**src/rtl/fetch_aligner.sv**
```systemverilog
// Instruction fetch aligner: pops 32-bit fetch words from the prefetch FIFO and
// re-aligns them into RV32IC instructions with their PCs for decode.
module fetch_aligner #(
  parameter logic [31:0] BOOT_ADDR = 32'h0000_0000
) (
  input  logic        clk,
  input  logic        reset_n,
  input  logic [31:0] fifo_rd_data,
  input  logic        fifo_empty,
  output logic        fifo_rd_en,
  output logic        fifo_clear,
  input  logic        redirect_valid,
  input  logic [31:0] redirect_pc,
  output logic        instr_valid,
  input  logic        instr_ready,
  output logic [31:0] instr,
  output logic [31:0] instr_pc,
  output logic        instr_compressed
);

  typedef enum logic [1:0] {
    ALIGNED = 2'd0,
    RESID   = 2'd1,
    SKIP    = 2'd2
  } state_e;

  state_e      st_q,    st_d;
  logic [15:0] resid_q, resid_d;
  logic [31:0] pc_q,    pc_d;

  logic        valid;
  logic        comp;
  logic        hs;
  logic        lo_c;
  logic        res_c;

  assign lo_c  = (fifo_rd_data[1:0] != 2'b11);
  assign res_c = (resid_q[1:0] != 2'b11);

  always_comb begin
    st_d       = st_q;
    resid_d    = resid_q;
    pc_d       = pc_q;
    valid      = 1'b0;
    comp       = 1'b0;
    instr      = '0;
    fifo_rd_en = 1'b0;

    unique case (st_q)
      ALIGNED: begin
        valid = !fifo_empty;
        if (lo_c) begin
          instr = {16'h0000, fifo_rd_data[15:0]};
          comp  = 1'b1;
        end else begin
          instr = fifo_rd_data;
        end
      end
      RESID: begin
        // A compressed residual is self-contained and needs no FIFO word.
        if (res_c) begin
          instr = {16'h0000, resid_q};
          comp  = 1'b1;
          valid = 1'b1;
        end else begin
          instr = {fifo_rd_data[15:0], resid_q};
          valid = !fifo_empty;
        end
      end
      default: ;
    endcase

    if (redirect_valid) valid = 1'b0;
    hs = valid & instr_ready;

    if (hs) begin
      pc_d = pc_q + (comp ? 32'd2 : 32'd4);
      if (st_q == ALIGNED) begin
        fifo_rd_en = 1'b1;
        if (comp) begin
          resid_d = fifo_rd_data[31:16];
          st_d    = RESID;
        end
      end else if (st_q == RESID) begin
        if (comp) begin
          st_d = ALIGNED;
        end else begin
          fifo_rd_en = 1'b1;
          resid_d    = fifo_rd_data[31:16];
        end
      end
    end

    // Odd-halfword target: drop the low half of the first word, keep the upper.
    if (st_q == SKIP && !fifo_empty && !redirect_valid) begin
      fifo_rd_en = 1'b1;
      resid_d    = fifo_rd_data[31:16];
      st_d       = RESID;
    end

    if (redirect_valid) begin
      pc_d    = {redirect_pc[31:1], 1'b0};
      st_d    = redirect_pc[1] ? SKIP : ALIGNED;
      resid_d = '0;
    end
  end

  always_ff @(posedge clk or negedge reset_n) begin
    if (!reset_n) begin
      st_q    <= ALIGNED;
      resid_q <= '0;
      pc_q    <= BOOT_ADDR;
    end else begin
      st_q    <= st_d;
      resid_q <= resid_d;
      pc_q    <= pc_d;
    end
  end

  assign fifo_clear       = redirect_valid;
  assign instr_valid      = valid;
  assign instr_compressed = comp;
  assign instr_pc         = pc_q;

endmodule
```
**config.mk**
```make
export PLATFORM = sky130hd
export DESIGN_NAME = fetch_aligner
export DESIGN_NICKNAME = d
export VERILOG_FILES = /design/src/rtl/fetch_aligner.sv
export SDC_FILE = /design/constraint.sdc
export NUM_CORES = 1
export LEC_CHECK = 0
export BUFFER_PORTS_ARGS = -buffer_cell sky130_fd_sc_hd__buf_2
export CORE_ASPECT_RATIO = 1.25
export CORE_MARGIN = 2
export CORE_UTILIZATION = 35
export CTS_CLUSTER_DIAMETER = 80
export DETAILED_ROUTE_END_ITERATION = 6
export MAX_ROUTING_LAYER = met4
export PLACE_DENSITY_LB_ADDON = 0.15
export SYNTH_ARGS = -nofsm -noshare
export SYNTH_HDL_FRONTEND = slang
export SYNTH_SLANG_ARGS = --single-unit
```
**constraint.sdc**
```tcl
create_clock -name clk -period 3.5 [get_ports clk]
set_input_delay 0.35 -clock clk [delete_from_list [all_inputs] [get_ports clk]]
set_output_delay 0.35 -clock clk [all_outputs]
set_load 0.02 [all_outputs]
```
### Yosys cells after proc, flatten, opt, wreduce, memory -nomap -nowiden

Cells that the tools add are included.

* word-level logic and storage cells: 54
* flip-flop bits (word level): 50
* bits of input ports: 69
* output and inout bits: 68

* bitwise logic cells: 1
* equality and inequality tests: 7
* add/subtract/negate cells: 1
* mux-type cells: 32
* reduce and logical (&&, ||, !) cells: 10

Operator list (number)
* two-way mux 32 bit: 4
* two-way mux 16 bit: 7
* case mux 32 bit (2 select lines): 1
* adder 32 x 3 -> 32 bit: 1
* two-way mux 2 bit: 8
* two-way mux 1 bit: 9
* inequality test 4 x 3 -> 1 bit, second input constant: 2
* AND reduction 4 bit: 2
* inequality test 2 bit, second input constant: 2
* inequality test 4 x 2 -> 1 bit, second input constant: 1
* case mux 1 bit (2 select lines): 2
* nonzero test 4 bit: 1
* two-way mux 3 bit: 1
* nonzero test 3 bit: 1
* == test 2 x 1 -> 1 bit, second input constant: 1
* == test 2 bit, second input constant: 1
* logical AND 1 bit: 2
* zero test 1 bit: 2
* zero test 2 bit: 1
* nonzero test 2 bit: 1
* bitwise AND 1 bit: 1

### Depth between registers and ports, before layout

Gate-level depths: netlist of run 1.

* depth after elaboration: 9
* mapped depth: 10
* depth with buffers taken out: 9

### Worst setup path after synthesis of run 1

No wires, ideal clock.

* kind: reg-to-reg
* from: reg st_q[0]
* to: reg pc_q[19] (netlist: instr_pc[19])
* clock period less this slack: 3.667 ns
* setup time: 0.082 ns
* stages on the path, launching flop included: 11
* slack: -0.167 ns
* buffers on the path: 2
* required time: 3.418 ns
* arrival time: 3.585 ns
* cells stage by stage: dfrtp_1 > buf_2 > and3_1 > a211oi_1 > ha_1 > inv_1 > fa_1 > or4_4 > buf_6 > or4_1 > a31oi_1

* word-level cells in the longest chain between the ends: 6
* elaborated cells between the ends (all ways): 11
* classes of those cells: add/sub (1); eq/ne (1); mux (6); bitwise (1); reduce/logical (2)

RTL lines
* start, declared: line 27 `state_e st_q, st_d;`
* start signal, assigned: line 114 `st_q <= st_d;`
* == test 2 x 1 -> 1 bit / zero test 2 bit (equally long branches): line 49 `unique case (st_q)`
* case mux 1 bit (2 select lines) (*): line 49
* via instr_compressed: line 18 `output logic instr_compressed`
* two-way mux 3 bit (*): line 77 `pc_d = pc_q + (comp ? 32'd2 : 32'd4);`
* adder 32 x 3 -> 32 bit (*): line 77
* two-way mux 32 bit (*): line 76 `if (hs) begin`
* two-way mux 32 bit (*): line 101 `if (redirect_valid) begin`
* end signal, assigned: line 116 `pc_q <= pc_d;`
* end, declared: line 29 `logic [31:0] pc_q, pc_d;`

Mark *: on every way through the listed nets, which the timed path passes. The rest lies on a longest branch. The select of a mux whose other input is x is not followed.
A chain may end at the register's enable or synchronous reset.

### Final worst setup path of run 1

* from: reg st_q[0]
* to: reg pc_q[19] (netlist: instr_pc[19])

* word-level cells in the longest chain between the ends: 6
* elaborated cells between the ends (all ways): 11
* classes of those cells: add/sub (1); eq/ne (1); mux (6); bitwise (1); reduce/logical (2)

RTL lines (line)
* == test 2 x 1 -> 1 bit / zero test 2 bit (equally long branches): 49
* case mux 1 bit (2 select lines): 49
* two-way mux 3 bit: 77
* adder 32 x 3 -> 32 bit: 77
* two-way mux 32 bit: 76
* two-way mux 32 bit: 101

Parallel ways exist; a longest one is shown, timed or not. The select of a mux whose other input is x is not followed.

==> metrics.md, run 1 <==
| Metric | Value |
|---|---|
| Post-CTS sizing | 0 |
| Initial DRC Count | 106 |
| Die H | 113.1 microns |
| Max Cap Viol | 0 |
| Via count of the routed design | 3412 |
| CP Launch Type | flop |
| Hold Vio Cnt, Final | 0 |
| H-tree depth | 2 |
| Die ar. | 10320 sq um |
| Register area share after synthesis | 36.79% |
| CTS buffer count | 5 |
| Post-synth ARST share | 100.0% |
| CP Capture Type | flop |
| Syn Std Cell Area | 3333 sq um |
| Power, Total | 1.620 mW |
| Routability congestion estimate | 0.8393 |
| Vias in the first global route | 3298 |
| Setup-failing EPs final | 0 |
| Status | finished clean |
| Setup tns final | 0 ps |
| Post-route cell area | 4255 sq um |
| IO buf count | 134 |
| Final WS setup | 451.9 ps |
| Number of synthesized flops with an enable pin | 0 |
| Worst-case clock buffer depth | 2 |
| WP data arrival | 3270 ps |
| Syn avg cell area | 8.912 sq um |
| CTS tree | built |
| Core footprint | 9223 sq um |
| Wire per inst | 16.11 microns |
| Crit path launch | st_q[0]$_DFFE_PN0P_ |
| FF-to-FF path depth | 8 |
| Clock sink total | 49 |
| Insertion delay to the later sink of the worst-skew pair | 290 ps |
| Final Cycle Share | 87.09% |
| Pwr dens | 380.7 nW/um^2 |
| Post-DRT Antenna Nets | 0 |
| Post-layout net count | 567 |
| DRC | 0 |
| Least-Margin Pin Slew | 1068 ps |
| FF-to-FF setup slack | 450 ps |
| R2R Path Start | st_q[0]$_DFFE_PN0P_ |
| HPWL Detailed | 7361 microns |
| Initial antenna violation count | 0 |
| RSZ-0062 raised after global routing | false |
| Synth unique cells | 62 |
| Tot GR Track Use | 20.03% |
| Fmax achieved | 328.1 MHz |
| Setup bufs post-CTS | 0 |
| Fin crit period | 3048 ps |
| Path type of the worst setup path | reg2reg |
| Row count | 39 |
| Root buffer cell | clkbuf_16 |
| Fraction of layout cells with a size suffix above 1 | 33.13% |
| DRT Pass-1 Iters | 4 |
| Path type of the worst min-delay path | in2async |
| Synth Flop Type | dfrtp_1 |
| Critical Path Fanout Max | 11 |
| Max VDD drop | 167.4 uV |
| Initial Utilization | 36.14% |
| Final Routed Wirelength | 9955 microns |
| FF-to-FF End | instr_pc[19]$_DFFE_PN0P_ |
| Layout area overhead | 27.67% |
| Synthesis Warnings | 0 |
| Post-DP Area | 4113 sq um |
| Critical path data required time | 3720 ps |
| P_leak | 1.918 nW |
| Io pins | 137 |
| Hold_buf cts | 0 |
| FF+latch count, synth | 49 |
| Commonest non-fill, non-tap cells in the layout | buf_2 (134), nor2_1 (50), dfrtp_1 (49), mux2i_1 (33), nand2_1 (24) |
| Final Skew | 7.108 ps |
| Cells after synthesis | 374 |
| Commonest non-fill, non-tap cell in the layout | buf_2 |
| Max Slew Vio Count | 0 |
| First-pass GRT wire length | 16420 microns |
| Grt ovf | 0 |
| Min Hold Slack | 83.77 ps |
| Largest net degree at the start of global routing | 48 |
| Die X | 91.29 microns |
| Syn Nets | 446 |
| # diodes | 0 |
| Via density | 5.521 |
| CTS clk-pin slew, worst paths | 70 ps |
| Pre-CTS WS | 462.0 ps |
| Slew margin rel. | 28.51% |
registers in the layout, indices dropped and copies added, names as in the netlist:
name      flops
st_q          2
resid_q      16
instr_pc     31
power breakdown:
group / internal (mW) / leakage, nW / switching [mW]
registers: 0.612 / 0.596 / 0.0610
logic: 0.180 / 1.25 / 0.280
clock network: 0.281 / 0.0700 / 0.206
total: 1.07 / 1.92 / 0.547
logic make-up after synthesis:
group / after synthesis / share of synthesized area [%]
other: 1 / 0.1125
DFF: 49 / 36.79
xor gates and xnor gates: 1 / 0.2628
and+or+nand+nor: 151 / 23.69
buffers and inverters: 40 / 5.218
muxes: 36 / 10.92
adders and majority gates: 3 / 1.351
AOI/OAI and AO/OA: 93 / 21.66
layout make-up:
class	instances	area (sq um)
Inverter	11	41.29
Sequential cell	49	1226
Clock buffer	7	142.6
Timing Repair Buffer	143	738.2
Multi-Input combinational cell	285	1953
Tap cell	123	153.9
Fill cell	969	4967
stage by stage:
stage          utilization [%]  std cells
6_report                 46.14        618
2_1_floorplan                -        374
5_1_grt                  46.14        618
4_1_cts                  46.14        618
3_5_place_dp             44.59        611
3_3_place_gp             44.59        611
metal layers:
layer	track usage, %	share of wire [%]	routed length (microns)	up-vias
met5	-	0	0	-
met4	6.566	1.7	168	0
met3	2.530	5.8	576	14
met2	33.53	48	4801	129
met1	25.21	44	4408	1616
li1	-	-	-	1653
cell usage after synthesis (6+ instances only):
cell type / instances / area share [%]
a22o_1: 17 / 4.5
inv_1: 11 / 1.2
nor2b_1: 8 / 1.5
o31ai_1: 8 / 1.8
dfrtp_1: 49 / 37
nand4_1: 12 / 2.3
a21oi_1: 9 / 1.4
clkbuf_1: 17 / 1.9
o21ai_0: 12 / 1.8
nand2_1: 24 / 2.7
a31oi_1: 9 / 1.7
nor4_1: 6 / 1.1
mux2i_1: 33 / 9.9
nor2_1: 50 / 5.6
or4_1: 11 / 2.5
nand3_1: 16 / 2.4
worst max-delay path by stage:
stage	depth (start not counted)	endpoint	slack [ps]
2_1_floorplan	10	instr_pc[19]$_DFFE_PN0P_	190
3_5_place_dp	8	instr_pc[19]$_DFFE_PN0P_	460
5_1_grt	9	instr_pc[18]$_DFFE_PN0P_	220
4_1_cts	8	instr_pc[19]$_DFFE_PN0P_	440
6_report	8	instr_pc[19]$_DFFE_PN0P_	450
3_3_place_gp	8	instr_pc[19]$_DFFE_PN0P_	480
critical path: stages, from the launching register on:
cell and delay [ps]:
dfrtp_1 490, and3_1 220, a211oi_2 240, ha_1 210, inv_1 60, fa_1 450
or4_4 650, or4_1 500, a31oi_1 160
Power figures use the tool's default switching activity.
==> run 2: changes to the inputs <==
- CORE_MARGIN: 2 -> default
- CORE_UTILIZATION: 35 -> 49
- PLACE_DENSITY: default -> 0.78
- PLACE_DENSITY_LB_ADDON: 0.15 -> default
==> run 2 against run 1 <==
Effect of this change: sequential power hardly changed; total power is 7.8% lower; critical endpoint unchanged; largest cell class unchanged; flip-flop and latch count stayed put; clock power is 24% lower.
==> metrics.md, run 2 (synthesis gave the netlist of run 1 again) <==
| Metric | Value |
|---|---|
| Setup tns final | 0 ps (unchanged) |
| Final Routed Wirelength | 9001 microns (was 9955 microns) |
| CP Capture Type | flop (unchanged) |
| Die X | 75.77 microns (was 91.29 microns) |
| Routability congestion estimate | 0.7821 (was 0.8393) |
| DRT Pass-1 Iters | 4 (unchanged) |
| WP data arrival | 3320 ps (was 3270 ps) |
| Fin cells | 582 (was 618) |
| Final Skew | 11.00 ps (was 7.108 ps) |
| Vias in the first global route | 3048 (was 3298) |
| CP Launch Type | flop (unchanged) |
| Finished Core Util | 63.26% (was 46.14%) |
| Commonest non-fill, non-tap cells in the layout | buf_2 (134), nor2_1 (50), dfrtp_1 (49), mux2i_1 (33), nand2_1 (24) (unchanged) |
| Insertion delay to the later sink of the worst-skew pair | 300 ps (was 290 ps) |
| FF-to-FF path depth | 8 (unchanged) |
| Fillcell total | 575 (was 969) |
| Initial DRC Count | 105 (was 106) |
| First-pass GRT wire length | 13660 microns (was 16420 microns) |
| Fin crit period | 3092 ps (was 3048 ps) |
| Max Cap Viol | 0 (unchanged) |
| Delay-heaviest family, CP | simple AND/OR/NAND/NOR gates (unchanged) |
| Clock sink total | 49 (unchanged) |
| Io pins | 137 (unchanged) |
| Least-Margin Pin Slew | 1113 ps (was 1068 ps) |
| CP cell instances | and3_1 -> a211oi_2 -> ha_1 -> inv_1 -> fa_1 -> or4_4 -> or4_1 -> a31oi_1 (unchanged) |
| Final Cycle Share | 88.36% (was 87.09%) |
| Largest net degree at the start of global routing | 50 (was 48) |
| CTS buffer count | 5 (unchanged) |
| Sw Ratio | 35.15% (was 33.75%) |
| Initial antenna violation count | 0 (unchanged) |
| Max FFs per register | 31 (unchanged) |
| Pre-CTS WS | 440.7 ps (was 462.0 ps) |
| Slew margin rel. | 25.78% (was 28.51%) |
| Int Pwr | 969.0 uW (was 1.073 mW) |
| Wire per inst | 15.47 microns (was 16.11 microns) |
| Cells after DPL | 574 (was 611) |
| HPWL Detailed | 6595 microns (was 7361 microns) |
| Fraction of layout cells with a size suffix above 1 | 33.33% (was 33.13%) |
| Post-DP Area | 4051 sq um (was 4113 sq um) |
| Critical path data required time | 3730 ps (was 3720 ps) |
| Comb power frac | 30.5% (was 28.4%) |
| Buf+Inv Stages, Crit Path | 1 (unchanged) |
| Hold Vio Cnt, Final | 0 (unchanged) |
| Net Sw Power | 525.3 uW (was 546.7 uW) |
| DRC | 0 (unchanged) |
| Post-CTS sizing | 0 (unchanged) |
| Area of the multi-input gates | 1944 sq um (was 1953 sq um) |
| Die H | 94.21 microns (was 113.1 microns) |
| Post-route cell area | 4153 sq um (was 4255 sq um) |
| Grt ovf | 0 (unchanged) |
| Crit-path max cell delay | 650 ps (about the same) |
| Hold_buf cts | 0 (unchanged) |
| Setup-failing EPs final | 0 (unchanged) |
| CTS tree | built (unchanged) |
| Post-layout net count | 566 (was 567) |
| RSZ-0062 raised after global routing | false (unchanged) |
| Critical Path Fanout Max | 11 (unchanged) |
| Die ar. | 7138 sq um (was 10320 sq um) |
| Stages on worst setup path | 8 (unchanged) |
| Path type of the worst min-delay path | in2reg (was in2async) |
| Via density | 5.863 (was 5.521) |
| Slowest cell on crit path | or4_4 (unchanged) |
| Status | finished clean (unchanged) |
| Max VDD drop | 211.1 uV (was 167.4 uV) |
| Tot GR Track Use | 25.53% (was 20.03%) |
| Path type of the worst setup path | reg2reg (unchanged) |
| Hold path depth | 3 |
| Pwr dens | 359.8 nW/um^2 (was 380.7 nW/um^2) |
| Initial Utilization | 50.77% (was 36.14%) |
| Setup bufs post-CTS | 0 (unchanged) |
| Via count of the routed design | 3412 (unchanged) |
| Sequential cell area | 1226 sq um (unchanged) |
| IO buf count | 134 (unchanged) |
| Max Slew Vio Count | 0 (unchanged) |
| Worst-case clock buffer depth | 2 (unchanged) |
| Final WS setup | 407.5 ps (was 451.9 ps) |
| Clock network power share | 24.6% (was 30.1%) |
| Root buffer cell | clkbuf_8 (was clkbuf_16) |
| CTS clk-pin slew, worst paths | 90 ps (was 70 ps) |
| Fmax achieved | 323.4 MHz (was 328.1 MHz) |
| Reg power frac | 44.9% (was 41.5%) |
| # diodes | 0 (unchanged) |
| Post-DRT Antenna Nets | 0 (unchanged) |
| Row count | 33 (was 39) |
| P_leak | 1.895 nW (was 1.918 nW) |
| Core footprint | 6565 sq um (was 9223 sq um) |
| Commonest non-fill, non-tap cell in the layout | buf_2 (unchanged) |
| Layout area overhead | 24.59% (was 27.67%) |
| H-tree depth | 2 (unchanged) |
[run 2: area by class of cell]
type	count	share of cell area, %
Timing Repair Buffer	142	17.60
Multi-Input combinational cell	285	46.82
Sequential cell	49	29.53
Clock buffer	7	2.320
Inverter	11	0.9943
Clock inverter	1	0.1205
Tap cell	87	2.621
[run 2: worst paths after layout]
check | start | endpoint | slack, ps
worst max register to register | st_q[0]$_DFFE_PN0P_ | instr_pc[19]$_DFFE_PN0P_ | 410
worst min register to register | resid_q[3]$_DFFE_PN0P_ | resid_q[3]$_DFFE_PN0P_ | 530
max in group asynchronous | reset_n | resid_q[14]$_DFFE_PN0P_ | 2560
worst min-delay path | redirect_pc[10] | instr_pc[10]$_DFFE_PN0P_ | 250
min in group asynchronous | reset_n | instr_pc[20]$_DFFE_PN0P_ | 260
worst max-delay path | st_q[0]$_DFFE_PN0P_ | instr_pc[19]$_DFFE_PN0P_ | 410
[run 2: per-layer routing]
| metal | track usage, % | vias to the layer above | share of wire [%] |
|---|---|---|---|
| met1 | 28.85 | 1609 | 42 |
| met2 | 45.94 | 133 | 50 |
| met4 | 7.253 | 0 | 1.6 |
| li1 | - | 1659 | - |
| met5 | - | - | 0 |
| met3 | 3.326 | 11 | 6.5 |
[run 2: worst reg2reg max path, cell delays in order, from the launching register on]
cell and delay [ps]:
dfrtp_1 490, and3_1 220, a211oi_2 260, ha_1 220, inv_1 60, fa_1 440, or4_4 650, or4_1 500
a31oi_1 180
[run 2: through the flow]
step	power [mW]	hold slack [ps]
after detailed placement	1.138	513.6
final	1.494	245.2
after CTS	1.503	245.9
after global routing	1.580	246.2
after global placement	1.124	504.5
after floorplan	0.9651	54.41
[run 2: power groups by stage]
stage	clock, mW	sequential [mW]	combinational [mW]
floorplan	0	0.713	0.252
global placement	0	0.679	0.445
detailed placement	0	0.682	0.456
CTS	0.375	0.670	0.458
global route	0.399	0.679	0.502
finish	0.368	0.671	0.455
==> run 3: changes to the inputs <==
- ABC_AREA: default -> 1
- CORE_UTILIZATION: 49 -> 51
- PLACE_DENSITY: 0.78 -> 0.79
==> run 3 against run 2 <==
Effect of this change: die area rose by 8.7%; flip-flop and latch count did not move; sequential share of layout area fell by 2.7 points; routed wire length rose by 18%; critical path type unchanged; largest cell class unchanged.
==> metrics.md, run 3 <==
| Metric | Value |
|---|---|
| Setup-failing EPs final | 0 (unchanged) |
| Setup bufs post-CTS | 0 (unchanged) |
| Commonest non-fill, non-tap cells in the layout | nand2_1 (236), buf_2 (134), nor2_1 (95), inv_1 (71), nand3_1 (50) (was buf_2 (134), nor2_1 (50), dfrtp_1 (49), mux2i_1 (33), nand2_1 (24)) |
| DRC | 0 (unchanged) |
| Max Cap Viol | 0 (unchanged) |
| Fraction of layout cells with a size suffix above 1 | 22.12% (was 33.33%) |
| Fillcell total | 702 (was 575) |
| Sequential cell area | 1226 sq um (unchanged) |
| Top cell type by total area after synthesis | dfrtp_1 (unchanged) |
| Syn Nets | 697 (was 446) |
| Die ar. | 7760 sq um (was 7138 sq um) |
| Path type of the worst min-delay path | in2async (was in2reg) |
| Wire per inst | 12.73 microns (was 15.47 microns) |
| RSZ-0062 raised after global routing | false (unchanged) |
| Grt ovf | 0 (unchanged) |
| Fin crit period | 2891 ps (was 3092 ps) |
| DRT Pass-1 Iters | 5 (was 4) |
| Clock sink total | 49 (unchanged) |
| IO buf count | 134 (unchanged) |
| Critical path data required time | 3700 ps (was 3730 ps) |
| Register area share after synthesis | 32.45% (was 36.79%) |
| Via count of the routed design | 4329 (was 3412) |
| Pwr dens | 434.9 nW/um^2 (was 359.8 nW/um^2) |
| Hold Vio Cnt, Final | 0 (unchanged) |
| Final Cycle Share | 82.60% (was 88.36%) |
| Area of the multi-input gates | 2137 sq um (was 1944 sq um) |
| Core footprint | 7062 sq um (was 6565 sq um) |
| Synth Flop Type | dfrtp_1 (unchanged) |
| Slowest cell on crit path | dfrtp_1 (was or4_4) |
| WP data arrival | 3090 ps (was 3320 ps) |
| CTS tree | built (unchanged) |
| Largest net degree at the start of global routing | 50 (unchanged) |
| Initial antenna violation count | 0 (unchanged) |
| Fin cells | 836 (was 582) |
| Die X | 78.99 microns (was 75.77 microns) |
| Die H | 98.24 microns (was 94.21 microns) |
| HPWL Detailed | 8166 microns (was 6595 microns) |
| Vias in the first global route | 4238 (was 3048) |
| Max Slew Vio Count | 0 (unchanged) |
| Most frequent CP cell | nand2_1 |
| Max VDD drop | 217.2 uV (was 211.1 uV) |
| Synth unique cells | 36 (was 62) |
| Root buffer cell | clkbuf_8 (unchanged) |
| Setup tns final | 0 ps (unchanged) |
| Post-DP Area | 4458 sq um (was 4051 sq um) |
| Number of synthesized flops with an enable pin | 0 (unchanged) |
| Share of the synthesized area in the top cell type | 32.45% (was 36.79%) |
| FF+latch count, synth | 49 (unchanged) |
| Commonest non-fill, non-tap cell in the layout | nand2_1 (was buf_2) |
| Path type of the worst setup path | reg2reg (unchanged) |
| Io pins | 137 (unchanged) |
| Routability congestion estimate | 0.9603 (was 0.7821) |
| Post-route cell area | 4574 sq um (was 4153 sq um) |
| P_leak | 2.564 nW (was 1.895 nW) |
| CTS clk-pin slew, worst paths | 100 ps (was 90 ps) |
| Post-DRT Antenna Nets | 0 (unchanged) |
| Tot GR Track Use | 30.01% (was 25.53%) |
| Final Skew | 7.745 ps (was 11.00 ps) |
| Insertion delay to the later sink of the worst-skew pair | 300 ps (about the same) |
| Slew margin rel. | 24.71% (was 25.78%) |
| Initial Utilization | 53.51% (was 50.77%) |
| Largest cells by area after synthesis | dfrtp_1 (32%), nand2_1 (23%), nor2_1 (9.4%) (was dfrtp_1 (37%), mux2i_1 (9.9%), nor2_1 (5.6%)) |
| Most frequent cell after synthesis | nand2_1 (was nor2_1) |
| # diodes | 0 (unchanged) |
| Pre-CTS WS | 629.5 ps (was 440.7 ps) |
| Critical Path Fanout Max | 18 (was 11) |
| Final WS setup | 608.9 ps (was 407.5 ps) |
| Hold_buf cts | 0 (unchanged) |
| Row count | 34 (was 33) |
| Syn avg cell area | 6.046 sq um (was 8.912 sq um) |
| Worst-case clock buffer depth | 2 (unchanged) |
| Layout area overhead | 21.06% (was 24.59%) |
| CP Capture Type | flop (unchanged) |
| Max FFs per register | 31 (unchanged) |
| Cells after DPL | 828 (was 574) |
| Synthesis Warnings | 0 (unchanged) |
| Status | finished clean (unchanged) |
| Syn Std Cell Area | 3779 sq um (was 3333 sq um) |
| Post-synth ARST share | 100.0% (unchanged) |
| Via density | 5.178 (was 5.863) |
| Final Routed Wirelength | 10640 microns (was 9001 microns) |
| Cells after synthesis | 625 (was 374) |
| H-tree depth | 2 (unchanged) |
| Buf+Inv Stages, Crit Path | 1 (unchanged) |
| Fmax achieved | 345.9 MHz (was 323.4 MHz) |
| CTS buffer count | 5 (unchanged) |
| Delay-heaviest family, CP | simple AND/OR/NAND/NOR gates (unchanged) |
| CP cell instances | nor2_8 -> nand2_1 -> o21ai_2 -> ha_1 -> inv_1 -> fa_1 -> nor2_2 -> nand2_1 -> nor2_1 -> nand2_1 -> nand2_1 -> nand3_1 -> nand2_1 -> nand2_1 (was and3_1 -> a211oi_2 -> ha_1 -> inv_1 -> fa_1 -> or4_4 -> or4_1 -> a31oi_1) |
| First-pass GRT wire length | 18370 microns (was 13660 microns) |
| Least-Margin Pin Slew | 1129 ps (was 1113 ps) |
| Post-layout net count | 817 (was 566) |
| CP Launch Type | flop (unchanged) |
| Initial DRC Count | 286 (was 105) |
| Post-CTS sizing | 0 (unchanged) |
| Commonest cells post-synth | nand2_1 (236), nor2_1 (95), inv_1 (71) (was nor2_1 (50), dfrtp_1 (49), mux2i_1 (33)) |
| Crit-path max cell delay | 470 ps (was 650 ps) |
-- run 3: where the power goes --
group | switching (mW) | internal [mW]
clock | 0.197 | 0.233
combinational | 0.518 | 0.262
sequential | 0.121 | 0.658
-- run 3: metrics by stage --
stage               hold slack (ps)  utilization [%]  power [mW]
global route                  250.9            64.78       2.124
finish                        241.1            64.78       1.990
CTS                           241.3            64.78       1.992
floorplan                     54.41                -       1.309
global placement              454.7            63.13       1.542
detailed placement            461.5            63.13       1.567
-- run 3: cell type report --
class / instances / share of cell area [%]
inverter: 75 / 6.154
multi-input combinational: 476 / 46.72
sequential: 49 / 26.81
tap: 90 / 2.462
clock inverter: 1 / 0.6565
clock buffer: 7 / 1.887
timing repair buffer: 138 / 15.32
-- run 3: kinds of logic (layout without fill, tap and decap cells) --
group	after synthesis	in the layout	synth area share, %
AO/OA/AOI/OAI	63	63	9.470
XOR/XNOR	5	5	1.159
adder cells (fa/ha/maj)	3	3	1.192
buffers and inverters	100	221	10.99
flip-flops	49	49	32.45
other	1	1	0.09924
AND/OR/NAND/NOR	404	404	44.64
-- run 3: layer usage --
metal	GRT usage, %	share of wire, %
met2	53.25	51
met3	3.925	5.4
met1	32.80	40
met5	-	0
met4	13.43	3.8
-- run 3: worst register-to-register path: stages (launching register included) --
cell and delay, ps:
dfrtp_1 470, nor2_8 280, nand2_1 150, o21ai_2 160
ha_1 250, inv_1 60, fa_1 440, nor2_2 270
nand2_1 180, nor2_1 210, nand2_1 80, nand2_1 60
nand3_1 70, nand2_1 60, nand2_1 50
-- run 3: path summary, 6_finish.rpt --
path / cells past startpoint / endpoint / from / slack, ps
min in group clk: 3 / instr_pc[14]$_DFFE_PN0P_ / redirect_pc[14] / 240
max in group asynchronous: 1 / instr_pc[21]$_DFFE_PN0P_ / reset_n / 2540
worst min register to register: 2 / resid_q[3]$_DFFE_PN0P_ / resid_q[3]$_DFFE_PN0P_ / 480
worst max register to register: 14 / instr_pc[31]$_DFFE_PN0P_ / st_q[1]$_DFFE_PN0P_ / 610
worst max-delay path: 14 / instr_pc[31]$_DFFE_PN0P_ / st_q[1]$_DFFE_PN0P_ / 610
worst min-delay path: 1 / instr_pc[19]$_DFFE_PN0P_ / reset_n / 240
